## src/rtl/stage_flow_if.sv

```systemverilog
// Handshake bundle between the stage-flow sequencer and the game-flow datapath:
// feedback levels into the sequencer, Moore phase controls and status out of it.
interface stage_flow_if #(
   parameter int unsigned STAGE_W = 2,
   parameter int unsigned LIVES_W = 4
);
   logic               start;
   logic               restart;
   logic               start_display_done;
   logic               begin_done;
   logic               tower_done;
   logic               car_done;
   logic               end_display_done;
   logic               car_leak;
   logic               game_over_feedback;
   logic               skip;

   logic               wait_start;
   logic               stage_begin;
   logic               stage_draw_tower;
   logic               stage_in_progress;
   logic               stage_done;
   logic [STAGE_W-1:0] stage_idx;
   logic [LIVES_W-1:0] lives;
   logic               win;
   logic               game_over;
   logic               timeout_err;

   modport master (
      input  start, restart, start_display_done, begin_done, tower_done, car_done,
             end_display_done, car_leak, game_over_feedback, skip,
      output wait_start, stage_begin, stage_draw_tower, stage_in_progress, stage_done,
             stage_idx, lives, win, game_over, timeout_err
   );

   modport slave (
      output start, restart, start_display_done, begin_done, tower_done, car_done,
             end_display_done, car_leak, game_over_feedback, skip,
      input  wait_start, stage_begin, stage_draw_tower, stage_in_progress, stage_done,
             stage_idx, lives, win, game_over, timeout_err
   );
endinterface

```

## src/rtl/stage_flow_sequencer.sv

```systemverilog
// Game-flow FSM sequencing NUM_STAGES stages with lives, per-phase watchdog and restart.
// Define STAGE_SKIP_EN to honour the debug skip input; otherwise skip is ignored.
module stage_flow_sequencer #(
   parameter int unsigned NUM_STAGES     = 3,
   parameter int unsigned STAGE_W        = 2,
   parameter int unsigned LIVES_W        = 4,
   parameter int unsigned INIT_LIVES     = 5,
   parameter int unsigned TIMEOUT_CYCLES = 0,
   parameter int unsigned TO_W           = 32
) (
   input logic         clk,
   input logic         reset,
   stage_flow_if.master bus
);

   localparam logic [2:0] S_WAIT       = 3'd0;
   localparam logic [2:0] S_BEGIN      = 3'd1;
   localparam logic [2:0] S_TOWER      = 3'd2;
   localparam logic [2:0] S_PLAY       = 3'd3;
   localparam logic [2:0] S_DONE       = 3'd4;
   localparam logic [2:0] S_WIN        = 3'd5;
   localparam logic [2:0] S_OVER       = 3'd6;
   localparam logic [2:0] S_OVER_SHOWN = 3'd7;

   localparam bit               WD_EN      = (TIMEOUT_CYCLES != 0);
   localparam logic [TO_W-1:0]  WD_LIMIT   = TO_W'(WD_EN ? TIMEOUT_CYCLES - 1 : 0);
   localparam logic [STAGE_W-1:0] LAST_STAGE = STAGE_W'(NUM_STAGES - 1);
   localparam logic [LIVES_W-1:0] LIVES_INIT = LIVES_W'(INIT_LIVES);

   logic [2:0]         state_q, state_d;
   logic [STAGE_W-1:0] stage_q, stage_d;
   logic [LIVES_W-1:0] lives_q, lives_d;
   logic               terr_q, terr_d;
   logic [TO_W-1:0]    wd_q, wd_d;

   logic fb;          // awaited feedback of a watchdog-guarded phase
   logic wd_active;
   logic wd_expire;
   logic leak_over;

   always_comb begin
      state_d   = state_q;
      stage_d   = stage_q;
      lives_d   = lives_q;
      terr_d    = terr_q;
      fb        = 1'b0;
      wd_active = 1'b0;
      leak_over = 1'b0;

      unique case (state_q)
         S_WAIT: if (bus.start && bus.start_display_done) state_d = S_BEGIN;
         S_BEGIN: begin
            wd_active = 1'b1;
            fb        = bus.begin_done;
            if (fb) state_d = S_TOWER;
         end
         S_TOWER: begin
            wd_active = 1'b1;
            fb        = bus.tower_done;
            if (fb) state_d = S_PLAY;
         end
         S_PLAY: begin
            if (bus.car_done) state_d = S_DONE;
            // Leak is applied before car_done; the last life forces game over.
            if (bus.car_leak) begin
               if (lives_q > LIVES_W'(1)) begin
                  lives_d = lives_q - LIVES_W'(1);
               end else begin
                  lives_d   = '0;
                  leak_over = 1'b1;
               end
            end
         end
         S_DONE: begin
            wd_active = 1'b1;
            fb        = bus.end_display_done;
            if (fb) begin
               if (stage_q == LAST_STAGE) begin
                  state_d = S_WIN;
               end else begin
                  stage_d = stage_q + STAGE_W'(1);
                  state_d = S_BEGIN;
               end
            end
         end
         S_WIN, S_OVER_SHOWN: begin
            if (bus.restart) begin
               state_d = S_WAIT;
               stage_d = '0;
               lives_d = LIVES_INIT;
               terr_d  = 1'b0;
            end
         end
         S_OVER: if (bus.game_over_feedback) state_d = S_OVER_SHOWN;
         default: state_d = S_WAIT;
      endcase

`ifdef STAGE_SKIP_EN
      if (bus.skip && (state_q == S_BEGIN || state_q == S_TOWER || state_q == S_PLAY)) begin
         state_d = S_DONE;
      end
`endif

      wd_expire = WD_EN && wd_active && (wd_q == WD_LIMIT) && !fb;
      if (leak_over || wd_expire) state_d = S_OVER;
      if (wd_expire) terr_d = 1'b1;

      if (!WD_EN || state_d != state_q) begin
         wd_d = '0;
      end else if (wd_active) begin
         wd_d = wd_q + TO_W'(1);
      end else begin
         wd_d = wd_q;
      end
   end

   always_ff @(posedge clk) begin
      if (reset) begin
         state_q <= S_WAIT;
         stage_q <= '0;
         lives_q <= LIVES_INIT;
         terr_q  <= 1'b0;
         wd_q    <= '0;
      end else begin
         state_q <= state_d;
         stage_q <= stage_d;
         lives_q <= lives_d;
         terr_q  <= terr_d;
         wd_q    <= wd_d;
      end
   end

   assign bus.wait_start        = (state_q == S_WAIT);
   assign bus.stage_begin       = (state_q == S_BEGIN);
   assign bus.stage_draw_tower  = (state_q == S_TOWER);
   assign bus.stage_in_progress = (state_q == S_PLAY);
   assign bus.stage_done        = (state_q == S_DONE);
   assign bus.win               = (state_q == S_WIN);
   assign bus.game_over         = (state_q == S_OVER) || (state_q == S_OVER_SHOWN);
   assign bus.stage_idx         = stage_q;
   assign bus.lives             = lives_q;
   assign bus.timeout_err       = terr_q;

endmodule

```

## src/flat_wrapper.sv

```systemverilog
// flat-port wrapper written by rule: the top's interface ports become plain ports
module stage_flow_sequencer_flat 
#(
   parameter int unsigned NUM_STAGES     = 3,
   parameter int unsigned STAGE_W        = 2,
   parameter int unsigned LIVES_W        = 4,
   parameter int unsigned INIT_LIVES     = 5,
   parameter int unsigned TIMEOUT_CYCLES = 0,
   parameter int unsigned TO_W           = 32
)
  (clk, reset, bus_start, bus_restart, bus_start_display_done, bus_begin_done, bus_tower_done, bus_car_done, bus_end_display_done, bus_car_leak, bus_game_over_feedback, bus_skip, bus_wait_start, bus_stage_begin, bus_stage_draw_tower, bus_stage_in_progress, bus_stage_done, bus_stage_idx, bus_lives, bus_win, bus_game_over, bus_timeout_err);
  stage_flow_if #(.STAGE_W(STAGE_W), .LIVES_W(LIVES_W)) bus_i ();
  input logic clk;
  input logic reset;
  input wire logic [$bits(bus_i.start)-1:0] bus_start;
  input wire logic [$bits(bus_i.restart)-1:0] bus_restart;
  input wire logic [$bits(bus_i.start_display_done)-1:0] bus_start_display_done;
  input wire logic [$bits(bus_i.begin_done)-1:0] bus_begin_done;
  input wire logic [$bits(bus_i.tower_done)-1:0] bus_tower_done;
  input wire logic [$bits(bus_i.car_done)-1:0] bus_car_done;
  input wire logic [$bits(bus_i.end_display_done)-1:0] bus_end_display_done;
  input wire logic [$bits(bus_i.car_leak)-1:0] bus_car_leak;
  input wire logic [$bits(bus_i.game_over_feedback)-1:0] bus_game_over_feedback;
  input wire logic [$bits(bus_i.skip)-1:0] bus_skip;
  output wire logic [$bits(bus_i.wait_start)-1:0] bus_wait_start;
  output wire logic [$bits(bus_i.stage_begin)-1:0] bus_stage_begin;
  output wire logic [$bits(bus_i.stage_draw_tower)-1:0] bus_stage_draw_tower;
  output wire logic [$bits(bus_i.stage_in_progress)-1:0] bus_stage_in_progress;
  output wire logic [$bits(bus_i.stage_done)-1:0] bus_stage_done;
  output wire logic [$bits(bus_i.stage_idx)-1:0] bus_stage_idx;
  output wire logic [$bits(bus_i.lives)-1:0] bus_lives;
  output wire logic [$bits(bus_i.win)-1:0] bus_win;
  output wire logic [$bits(bus_i.game_over)-1:0] bus_game_over;
  output wire logic [$bits(bus_i.timeout_err)-1:0] bus_timeout_err;
  assign bus_i.start = bus_start;
  assign bus_i.restart = bus_restart;
  assign bus_i.start_display_done = bus_start_display_done;
  assign bus_i.begin_done = bus_begin_done;
  assign bus_i.tower_done = bus_tower_done;
  assign bus_i.car_done = bus_car_done;
  assign bus_i.end_display_done = bus_end_display_done;
  assign bus_i.car_leak = bus_car_leak;
  assign bus_i.game_over_feedback = bus_game_over_feedback;
  assign bus_i.skip = bus_skip;
  assign bus_wait_start = bus_i.wait_start;
  assign bus_stage_begin = bus_i.stage_begin;
  assign bus_stage_draw_tower = bus_i.stage_draw_tower;
  assign bus_stage_in_progress = bus_i.stage_in_progress;
  assign bus_stage_done = bus_i.stage_done;
  assign bus_stage_idx = bus_i.stage_idx;
  assign bus_lives = bus_i.lives;
  assign bus_win = bus_i.win;
  assign bus_game_over = bus_i.game_over;
  assign bus_timeout_err = bus_i.timeout_err;
  stage_flow_sequencer #(.NUM_STAGES(NUM_STAGES), .STAGE_W(STAGE_W), .LIVES_W(LIVES_W), .INIT_LIVES(INIT_LIVES), .TIMEOUT_CYCLES(TIMEOUT_CYCLES), .TO_W(TO_W)) u_core (.clk(clk), .reset(reset), .bus(bus_i));
endmodule
```

## config.mk

```make
export PLATFORM = sky130hd
export DESIGN_NAME = stage_flow_sequencer_flat
export DESIGN_NICKNAME = d
export VERILOG_FILES = /design/src/rtl/stage_flow_if.sv /design/src/rtl/stage_flow_sequencer.sv /design/src/flat_wrapper.sv
export SDC_FILE = /design/constraint.sdc
export NUM_CORES = 1
export LEC_CHECK = 0
export BUFFER_PORTS_ARGS = -buffer_cell sky130_fd_sc_hd__buf_2
export CAP_MARGIN = 20
export CORE_MARGIN = 2
export CORE_UTILIZATION = 50
export CTS_CLUSTER_SIZE = 12
export DETAILED_ROUTE_END_ITERATION = 6
export PLACE_DENSITY = 0.81
export SYNTH_ARGS = -nofsm -noshare
export SYNTH_HDL_FRONTEND = slang
export SYNTH_SLANG_ARGS = --single-unit
```

## constraint.sdc

```tcl
create_clock -name clk -period 3.1 [get_ports clk]
set_clock_uncertainty 0.05 [all_clocks]
set_input_delay 0.31 -clock clk [delete_from_list [all_inputs] [get_ports clk]]
set_output_delay 0.31 -clock clk [all_outputs]
set_load 0.005 [all_outputs]
```

* Word level (Yosys, flattened, before mapping)
Index checks and enable logic that the tools add are counted.
Storage, ports and cells: register bits after elaboration 9, bits in latches 0, RAM bits 0, bits in read-only memories 0, input bits 12, logic and storage cells 63, memories kept 0
Operators by class: $add $sub $neg 2, multipliers 0, div/mod/pow operators 0, order comparisons 1, equal/unequal tests 24, shifts and indexed selects 0, muxes and demuxes 21, bitwise logic cells 0, reduce and logical (&&, ||, !) cells 11
Operators by type and width (count):
- 2-to-1 mux 3 bit | 9
- one-hot mux 3 bit (7 select lines) | 1
- inequality test 3 x 2 -> 1 bit, second input constant | 6
- inequality test 2 bit, second input constant | 8
- AND reduction 7 bit | 2
- equality test 3 bit, second input constant | 4
- 2-to-1 mux 4 bit | 3
- one-hot mux 4 bit (2 select lines) | 1
- equality test 3 x 2 -> 1 bit, second input constant | 2
- 2-to-1 mux 2 bit | 3
- > comparator 4 x 1 -> 1 bit, second input constant | 1
- one-hot mux 2 bit (2 select lines) | 1
- AND reduction 4 bit | 1
- nonzero test 2 bit | 2
- OR reduction 2 bit | 2
- subtractor 4 x 1 -> 4 bit, second input constant | 1
- equality test 3 x 1 -> 1 bit, second input constant | 1
- zero test 3 bit | 1
- 2-to-1 mux 1 bit | 3
- inequality test 3 x 1 -> 1 bit, second input constant | 1
- AND reduction 3 bit | 1
- adder 2 x 1 -> 2 bit, second input constant | 1
- equality test 2 bit, second input constant | 1
- inequality test 2 x 1 -> 1 bit, second input constant | 1
- other kinds (2) | 2

* Depth between registers and ports, before layout
Gate-level depths: netlist (run 1).
depth after elaboration 6, mapped depth 6

* Worst setup path before layout (run 1)
No wires, ideal clock.
path kind register to register, from register u_core.state_q[0], to register u_core.state_q[0], data arrival time 1.263 ns, setup slack 1.703 ns, stages on the path, launching flop included 5, path buffers 0, cell sequence dfxtp_1 or3_1 a21bo_1 and3_1 o31ai_2
On the way: longest elaborated chain between the ends 4, elaborated cells on any way between the ends 20, those cells by class eq/ne: 14; mux: 2; reduce/logical: 4
Ends and longest elaborated chain:
- start: declaration | line stage_flow_sequencer.sv:30 | logic [2:0] state_q, state_d;
- start signal: assignment | line stage_flow_sequencer.sv:125 | state_q <= state_d;
- equality test 3 bit | line stage_flow_sequencer.sv:50 | unique case (state_q)
- OR reduction 2 bit | line stage_flow_sequencer.sv:50
- inequality test 2 bit (no source line)
- AND reduction 7 bit (no source line)
Parallel ways exist; a longest one is shown, timed or not. A chain may end at the register's enable or synchronous reset.

* Worst setup path in the final report (run 1)
from register u_core.state_q[0], to output bus_stage_in_progress
On the way: longest elaborated chain between the ends 1
Ends and longest elaborated chain:
- equality test 3 x 2 -> 1 bit | line stage_flow_sequencer.sv:136 | assign bus.stage_in_progress = (state_q == S_PLAY);
- end: declaration | line flat_wrapper.sv:28 | output wire logic [$bits(bus_i.stage_in_progress)-1:0] bus_stage_in_progress;
No other way between the ends.

==> summary.txt, run 1 <==
Detailed routing
  • Routed Wire Length: between 1500 and 2000 µm
  • DR DRC count: 0
  • Initial DRC count: 7
  • WL/cell: approximately 12 µm
  • First-pass detailed-route iteration total: 4
  • Antenna Violating Nets Remaining: 0
  • Drt via density: 5.65
  • Routed vias: 700

Pwr
  • Sw Pwr: 134 µW
  • Clock share of power: 0.254
  • Reg power frac: 0.462
  • PD cells: approximately 450 mW/mm²
  • Logic pwr share: 0.285
  • Internal Power: 229 µW
  • Maximum VDD drop: 0.000247 V
  • P_leak: approximately 0.00035 µW
  • Switching part of the total: 0.370

Setup path
  • FF-to-FF End: u_core.state_q[0]$_SDFFE_PP0P_
  • Startpoint Class: register
  • Reg2reg start: u_core.state_q[0]$_SDFFE_PP0P_
  • CP Capture Type: output port
  • Worst reg-to-reg path cell count: 4
  • CP Data Arrival Time: ~1.5 ns
  • Crit-path max FO: 24
  • Setup CP Type: reg -> out
  • Slack of the worst reg-to-reg path: 1.34 ns
  • Worst path required time: 2.74 ns

Min path
  • Hold path depth: 2
  • Hold Path Origin: reset
  • Hold Path Sink: u_core.state_q[2]$_SDFFE_PP0P_
  • Min-Delay Path Class: in -> reg

Floorplan
  • Chip width: approximately 41 µm
  • I/O pin cnt: 26
  • Starting density of the core: 0.531
  • # rows: 13
  • Die Span Y: 40.9 µm
  • Core Footprint: 0.00128 mm²
  • Full die area: about 0.0017 mm²

Clocking
  • Worst-Skew Late Latency: roughly 0.26 ns
  • Post-CTS Setup Inserts: 0
  • CTS tree: yes
  • Hold buffer count at cts: 0
  • H-tree levels: 1
  • CTS sink count: 9
  • Resized Gates After CTS: 0
  • CTS max path bufs: 2
  • Clk slew on worst S/H paths: 0.07 ns
  • CTS root buf: clkbuf_4
  • Num CTS Buffers: 3

Synthesis
  • Sequential share of the synthesized area: 0.264
  • Main synth FF type: dfxtp_1
  • Synth Register Bits: 9
  • Top post-synthesis cells by area: dfxtp_1 26%, ha_1 5.5%, a21oi_1 5.1%, nor2_1 5.0%, mux2i_1 4.4%
  • Mapped Cells: 89
  • Area leader, netlist: dfxtp_1
  • Syn_nets: between 100 and 150
  • Async S/R FF share, synth: 0
  • Yosys cell types: 34
  • Post-synth top area share: 0.264
  • Number of synthesized flops with an enable pin: 0
  • Synth Area per Inst: approximately 7.7 µm²
  • Synth warnings: 0
  • Synthesized cell area: between 600 and 700 µm²

Timing
  • Max Freq: around 540 MHz
  • Hold Violations, Final: 0
  • Post-route setup slack: approximately 1.2 ns
  • WHS: between 0.2 and 0.3 ns
  • Slew Viols, Final: 0
  • Worst-Margin Slew: approximately 0.7 ns
  • Setup TNS: 0 ns
  • Fin crit share: 0.600
  • # setup viols final: 0
  • Unrepaired setup endpoints after global routing: no
  • Tmin final: 1.86 ns
  • Slew HR: 0.534

Finish
  • Net count, final: between 100 and 150
  • Share of cells above drive strength 1: 0.248
  • Area Growth Syn to Fin: 18.3%
  • Commonest non-fill, non-tap cell in the layout: buf_2
  • N_diodes: 0
  • Final Instance Area: between 800 and 900 µm²
  • Most frequent cells in the layout: 23 x buf_2, 9 x nor2_1, 9 x dfxtp_1, 7 x a21oi_1, 6 x nand2_1

Place
  • Placed inst area: 781 µm²
  • Pre-CTS WS: roughly 1.4 ns
  • Routability congestion estimate from global placement: between 0.7 and 0.8
  • Number of port buffers: 23
  • DP HPWL: 1130 µm

Flow run
  • Max Cap Viol: 0

Global route
  • Initial antenna violation count: 0
  • Largest net degree at the start of global routing: 25
  • Overflow after GRT: 0
  • Vias in the first global route: ~550
  • Total GRT Usage: 0.204
  • First-pass GRT wire length: around 2200 µm

Run status
  • Run status: finished clean
## critical path: stages, from the launching register on
cell and delay [ns]:
dfxtp_1 0.77, nor3b_1 0.30, buf_2 0.16
## power by group through the flow
stage | combinational, µW | clock, µW | sequential, µW
after floorplan | 105 | 0 | 135
after global placement | 99.2 | 0 | 167
after detailed placement | 102 | 0 | 168
after CTS | 103 | 96.7 | 166
after global routing | 115 | 101 | 170
final | 103 | 92.1 | 168
## cell families (layout without fill, tap and decap cells)
family | count (synthesis) | in the layout | synth area share
AO/OA/AOI/OAI | 25 | 25 | 0.262
XOR/XNOR | 1 | 1 | 0.0128
adder cells (fa/ha/maj) | 3 | 3 | 0.0551
buffers and inverters | 11 | 31 | 0.0734
flip-flops | 9 | 9 | 0.264
multiplexers | 3 | 3 | 0.0440
other | 1 | 1 | 0.00550
AND/OR/NAND/NOR | 36 | 36 | 0.283
## through the flow
stage,total power (µW),utilization,std cells
final,363,0.628,124
after global routing,386,0.628,124
after CTS,366,0.628,124
after detailed placement,270,0.608,120
after global placement,266,0.608,120
after floorplan,240,-,89
## Yosys cell counts, types with 2 or more instances
library cell,count
nor4_1,2
nor3b_1,2
o211ai_1,3
nor2_1,9
dfxtp_1,9
buf_2,4
nor3_1,3
inv_1,4
nand2b_1,3
a211o_1,2
a21oi_1,7
nand3b_1,3
and2_1,4
clkbuf_1,2
mux2i_1,3
nand2_1,6
o2111ai_1,2
o21ai_0,3
ha_1,3
## sequential cells by signal (all words and copies together), names as in the netlist
signal	flops
u_core.bus.lives	4
u_core.bus.stage_idx	2
u_core.state_q	3
## per-layer routing
metal | global-route usage | wire [µm] | up-vias
li1 | - | - | 361
met1 | 0.216 | 706 | 314
met2 | 0.367 | 727 | 23
met3 | 0.0815 | 100 | 2
met4 | 0.0500 | 9 | 0
met5 | 0 | 0 | -
## how the worst max path moves through the flow
stage,from,end
after floorplan,u_core.state_q[0]$_SDFFE_PP0P_,u_core.state_q[0]$_SDFFE_PP0P_
after global placement,u_core.state_q[0]$_SDFFE_PP0P_,u_core.state_q[0]$_SDFFE_PP0P_
after detailed placement,u_core.state_q[2]$_SDFFE_PP0P_,u_core.bus.lives[2]$_SDFFE_PP1P_
after CTS,u_core.state_q[0]$_SDFFE_PP0P_,bus_stage_in_progress
after global routing,u_core.state_q[0]$_SDFFE_PP0P_,bus_win
final,u_core.state_q[0]$_SDFFE_PP0P_,bus_stage_in_progress
## area by class of cell
| type | count | area, µm² |
|---|---|---|
| Clock buffer | 4 | 26.3 |
| Fill cell | 125 | 478 |
| Inverter | 4 | 15.0 |
| Multi-Input combinational cell | 69 | 452 |
| Sequential cell | 9 | 180 |
| Tap cell | 15 | 18.8 |
| Timing Repair Buffer | 23 | 115 |
Note: power is estimated with default switching activity, not from simulation.
==> run 2, diff against run 1 <==
Settings changed: CORE_UTILIZATION 50 to 47, PLACE_DENSITY 0.81 to 0.77.
Clock period 3.1 ns to 1.9 ns, I/O delays scaled along.
==> run 2 against run 1 <==
  * Sequential share of layout area is 0.80 points lower
  * Clock power increased by 69%
  * Clock-buffer cell count is the same
  * Sequential power increased by 34%
  * First-iteration DRC count up 130%
  * Cell count increased by 3.2%
  * Worst hold slack got worse by 0.12 ns
  * Highest routed layer unchanged
==> summary.txt, run 2 (synthesized netlist as in run 1, its figures left out) <==
Run status
  • Run status: finished clean

Timing
  • Max Freq: between 600 and 700 MHz
  • # setup viols final: 0
  • Hold Violations, Final: 0
  • Slew Viols, Final: 0
  • Fin crit share: 0.858
  • Setup TNS: 0 ns
  • WHS: 0.159 ns
  • Unrepaired setup endpoints after global routing: no
  • Tmin final: approximately 1.6 ns

Global route
  • First-pass GRT wire length: 2880 µm
  • Total GRT Usage: 0.208
  • Overflow after GRT: 0
  • Vias in the first global route: between 600 and 700
  • Largest net degree at the start of global routing: 15
  • Initial antenna violation count: 0

Finish
  • Most frequent cells in the layout: 23 x buf_2, 9 x nor2_1, 9 x dfxtp_1, 7 x a21oi_1, 6 x nand2_1
  • Register area: about 180 µm²
  • Area occupied by multi-input gates: 452 µm²
  • N_diodes: 0
  • Number of flip-flops under the largest register name: 4
  • Final Non-Filler Cells: around 130
  • Share of cells above drive strength 1: 0.274
  • Final Instance Area: roughly 840 µm²
  • Net count, final: between 100 and 150
  • Fillers: about 120
  • Commonest non-fill, non-tap cell in the layout: buf_2
  • Area Growth Syn to Fin: 22.8%

Place
  • Number of port buffers: 23
  • Placed inst area: 811 µm²
  • Inst Count DP: 124
  • DP HPWL: 1190 µm
  • Routability congestion estimate from global placement: 0.793

Detailed routing
  • WL/cell: around 12 µm
  • Antenna Violating Nets Remaining: 0
  • DR DRC count: 0
  • Routed vias: 739
  • Routed Wire Length: between 1500 and 2000 µm
  • Drt via density: around 5.8
  • Initial DRC count: 16
  • First-pass detailed-route iteration total: 4

Clocking
  • H-tree levels: 1
  • CTS sink count: 9
  • CTS max path bufs: 2
  • Clk slew on worst S/H paths: 0.07 ns
  • Post-CTS Setup Inserts: 0
  • CTS tree: yes
  • Resized Gates After CTS: 0
  • Worst-Skew Late Latency: ~0.27 ns
  • Hold buffer count at cts: 0
  • CTS root buf: clkbuf_4
  • Num CTS Buffers: 3

Pwr
  • Switching part of the total: 0.365
  • PD cells: roughly 750 mW/mm²
  • Reg power frac: 0.357
  • Logic pwr share: 0.396
  • Clock share of power: 0.248
  • Post-layout total power: around 630 µW
  • Sw Pwr: ~230 µW
  • Internal Power: approximately 400 µW
  • Maximum VDD drop: 0.000359 V
  • P_leak: around 0.00037 µW

Setup path
  • Crit-path max FO: 11
  • CP Capture Type: register
  • Worst path required time: approximately 2.0 ns
  • Startpoint Class: register
  • CP Data Arrival Time: between 1.5 and 2 ns
  • Setup CP Type: reg -> reg

Floorplan
  • Starting density of the core: 0.511
  • Core Footprint: 0.00133 mm²
  • I/O pin cnt: 26
  • Die Span Y: around 42 µm
  • # rows: 13
  • Full die area: around 0.0018 mm²
  • Chip width: between 40 and 50 µm

Min path
  • Min-Delay Path Class: in -> reg

Flow run
  • Max Cap Viol: 0
run 2: path summary, 6_finish.rpt:
kind / endpoint / start / depth (start not counted) / slack (ns)
worst max register to register: u_core.bus.lives[0]$_SDFFE_PP1P_ / u_core.state_q[2]$_SDFFE_PP0P_ / 4 / 0.27
worst min register to register: u_core.bus.stage_idx[1]$_SDFFE_PP0P_ / u_core.bus.stage_idx[1]$_SDFFE_PP0P_ / 2 / 0.49
worst min-delay path: u_core.state_q[1]$_SDFFE_PP0P_ / reset / 2 / 0.16
worst max-delay path: u_core.bus.lives[0]$_SDFFE_PP1P_ / u_core.state_q[2]$_SDFFE_PP0P_ / 4 / 0.27
run 2: stage by stage:
| step | utilization | setup slack [ns] |
|---|---|---|
| floorplan | - | 0.503 |
| global placement | 0.608 | 0.347 |
| detailed placement | 0.608 | 0.312 |
| CTS | 0.628 | 0.281 |
| global route | 0.628 | 0.128 |
| finish | 0.628 | 0.270 |
run 2: routing by layer:
metal	GRT usage	part of all wire	vias to the layer above
met1	0.270	0.46	341
met4	0.0500	0.0063	0
met2	0.325	0.46	28
li1	-	-	368
met5	0	0	-
met3	0.0819	0.067	2
run 2: cell type report:
type | instances | area share
clock buffer | 4 | 0.0314
timing repair buffer | 27 | 0.173
sequential | 9 | 0.215
multi-input combinational | 69 | 0.540
inverter | 4 | 0.0179
tap | 15 | 0.0224
run 2: critical path: stages, from the launching register on:
cell,delay (ns)
dfxtp_1,0.57
and3b_1,0.24
o21ai_0,0.32
a21oi_1,0.08
a211o_1,0.27
run 2: power by group through the flow:
stage	Combinational [µW]	Clock, µW	Sequential, µW
floorplan	172	0	220
finish	249	156	225
CTS	248	157	224
global route	285	172	230
global placement	242	0	228
detailed placement	248	0	228
==> run 3, diff against run 2 <==
Settings changed: ABC_AREA set to 1, CORE_MARGIN 2 to 10, CORE_UTILIZATION 47 to 40, PLACE_DENSITY 0.77 to 0.67.
==> run 3 against run 2 <==
  * Worst hold slack worse by 0.11 ns
  * Core utilization is 12 points lower
  * Register-to-register slack better by 0.08 ns
  * Critical endpoint is now bus_win
  * Largest power group unchanged
==> summary.txt, run 3 <==
Finish
  • Register area: about 180 µm²
  • Most frequent cells in the layout: 23 x buf_2, 21 x inv_1, 18 x nand2_1, 13 x nor2_1, 11 x nand3_1
  • Fillers: 186
  • Area Growth Syn to Fin: 21.2%
  • N_diodes: 0
  • Net count, final: 156
  • Util after Layout: 0.509
  • Area occupied by multi-input gates: roughly 440 µm²
  • Share of cells above drive strength 1: 0.257
  • Commonest non-fill, non-tap cell in the layout: buf_2
  • Number of flip-flops under the largest register name: 4

Setup path
  • Worst path required time: about 1.7 ns
  • FF-to-FF End: u_core.bus.stage_idx[1]$_SDFFE_PP0P_
  • Crit-path max FO: 10
  • Startpoint Class: register
  • CP Data Arrival Time: 1.33 ns
  • Reg2reg start: u_core.state_q[2]$_SDFFE_PP0P_
  • Setup CP Type: reg -> out
  • Slack of the worst reg-to-reg path: roughly 0.35 ns
  • Worst reg-to-reg path cell count: 5
  • CP Capture Type: output port

Floorplan
  • Full die area: a little under 0.004 mm²
  • # rows: 15
  • Starting density of the core: 0.420
  • Core Footprint: around 0.0017 mm²
  • I/O pin cnt: 26
  • Chip width: ~63 µm
  • Die Span Y: approximately 63 µm

Pwr
  • Reg power frac: 0.334
  • Maximum VDD drop: ~0.00043 V
  • Logic pwr share: 0.473
  • Internal Power: roughly 450 µW
  • Sw Pwr: ~340 µW
  • Clock share of power: 0.193
  • Switching part of the total: 0.427
  • P_leak: roughly 0.00047 µW
  • PD cells: ~900 mW/mm²

Global route
  • Vias in the first global route: slightly above 700
  • Largest net degree at the start of global routing: 11
  • Overflow after GRT: 0
  • First-pass GRT wire length: about 3000 µm
  • Total GRT Usage: 0.0948
  • Initial antenna violation count: 0

Detailed routing
  • Drt via density: about 4.7
  • Routed Wire Length: 1790 µm
  • WL/cell: 10.9 µm
  • Routed vias: 779
  • First-pass detailed-route iteration total: 4
  • Initial DRC count: 13
  • DR DRC count: 0
  • Antenna Violating Nets Remaining: 0

Timing
  • Tmin final: 1.57 ns
  • Fin crit share: 0.827
  • Setup TNS: 0 ns
  • Hold Violations, Final: 0
  • Max Freq: 637 MHz
  • Unrepaired setup endpoints after global routing: no
  • # setup viols final: 0
  • Slew Viols, Final: 0

Flow run
  • Max Cap Viol: 0

Clocking
  • Resized Gates After CTS: 0
  • Num CTS Buffers: 3
  • CTS max path bufs: 2
  • Post-CTS Setup Inserts: 0
  • CTS root buf: clkbuf_4
  • H-tree levels: 1
  • CTS tree: yes
  • CTS sink count: 9
  • Hold buffer count at cts: 0
  • Clk slew on worst S/H paths: roughly 0.06 ns
  • Worst-Skew Late Latency: between 0.2 and 0.3 ns

Synthesis
  • Top post-synthesis cells by area: dfxtp_1 25%, inv_1 11%, nand2_1 9.3%, nand3_1 7.6%, nor2_1 6.7%
  • Syn_nets: 130
  • Sequential share of the synthesized area: 0.248
  • Number of synthesized flops with an enable pin: 0
  • Synth Register Bits: 9
  • Commonest cells post-synth: 21 x inv_1, 18 x nand2_1, 13 x nor2_1
  • Mapped Cells: between 100 and 150
  • Main synth FF type: dfxtp_1
  • Synth Area per Inst: 6.31 µm²
  • Post-synth top area share: 0.248
  • Yosys cell types: 22
  • Synthesized cell area: about 730 µm²
  • Async S/R FF share, synth: 0
  • Area leader, netlist: dfxtp_1
  • Synth warnings: 0
  • Most common cell in the netlist: inv_1

Min path
  • Hold Path Sink: u_core.state_q[2]$_SDFFE_PP0P_
  • Min-Delay Path Class: in -> reg
  • Hold path depth: 2
  • Hold Path Origin: reset

Place
  • Number of port buffers: 23
  • DP HPWL: around 1500 µm
  • Routability congestion estimate from global placement: 0.831

Run status
  • Run status: finished clean
## run 3: changes by cell type after synthesis, sizes merged, moves of 4 or more
cell / before / now
nor2: 9 / 16
o21ai: 3 / 7
nand3: 0 / 11
and2: 4 / 0
nand2: 6 / 21
inv: 4 / 21
## run 3: kinds of logic (layout without fill, tap and decap cells)
logic type                 count (synthesis)  after routing  share of synthesized area
adders and majority gates                  3              3                     0.0517
buffers and inverters                     24             49                      0.145
DFF                                        9              9                      0.248
other                                      1              1                    0.00517
and+or+nand+nor                           60             60                      0.412
AOI/OAI and AO/OA                         18             18                      0.138
## run 3: routing by layer
layer  up-vias  GRT usage  part of all wire
met5         -          0                 0
li1        418          -                 -
met1       341      0.105              0.47
met4         0     0.0503             0.021
met2        15      0.146              0.45
met3         5     0.0466             0.064
## run 3: area by class of cell
type	instances	share of cell area
Clock buffer	4	0.0299
Inverter	21	0.0896
Multi-Input combinational cell	82	0.501
Sequential cell	9	0.205
Tap cell	25	0.0356
Timing Repair Buffer	24	0.139
## run 3: per-stage QoR
step                      total power [µW]  hold WS, ns  cells  worst slack [ns]  cell area, µm²
after floorplan                        543        0.209    115             0.571             726
after global placement                 633        0.338    161             0.377             853
after detailed placement               644        0.333    161             0.337             853
after CTS                              798       0.0458    165             0.317             880
after global routing                   870       0.0351    165             0.105             880
final                                  790       0.0516    165             0.329             880
## run 3: critical path: stages (launching register included)
cell and delay [ns]:
dfxtp_1 0.57, inv_1 0.19, nor3_1 0.16, buf_2 0.14
## run 3: worst max path at each step
| stage | startpoint | endpoint | slack (ns) | depth (start not counted) |
|---|---|---|---|---|
| 6_report | u_core.state_q[2]$_SDFFE_PP0P_ | bus_win | 0.33 | 3 |
| 5_1_grt | u_core.state_q[2]$_SDFFE_PP0P_ | u_core.bus.stage_idx[1]$_SDFFE_PP0P_ | 0.11 | 5 |
| 4_1_cts | u_core.state_q[2]$_SDFFE_PP0P_ | bus_win | 0.32 | 3 |
| 3_5_place_dp | u_core.state_q[2]$_SDFFE_PP0P_ | u_core.bus.stage_idx[1]$_SDFFE_PP0P_ | 0.34 | 5 |
| 3_3_place_gp | u_core.state_q[2]$_SDFFE_PP0P_ | u_core.bus.lives[3]$_SDFFE_PP0P_ | 0.38 | 6 |
| 2_1_floorplan | u_core.bus.lives[0]$_SDFFE_PP1P_ | u_core.state_q[1]$_SDFFE_PP0P_ | 0.57 | 10 |
## run 3: power by group through the flow
| stage | Sequential (µW) | Clock, µW | Combinational (µW) |
|---|---|---|---|
| finish | 264 | 152 | 374 |
| global route | 270 | 175 | 425 |
| CTS | 265 | 157 | 376 |
| detailed placement | 269 | 0 | 375 |
| global placement | 265 | 0 | 368 |
| floorplan | 246 | 0 | 297 |
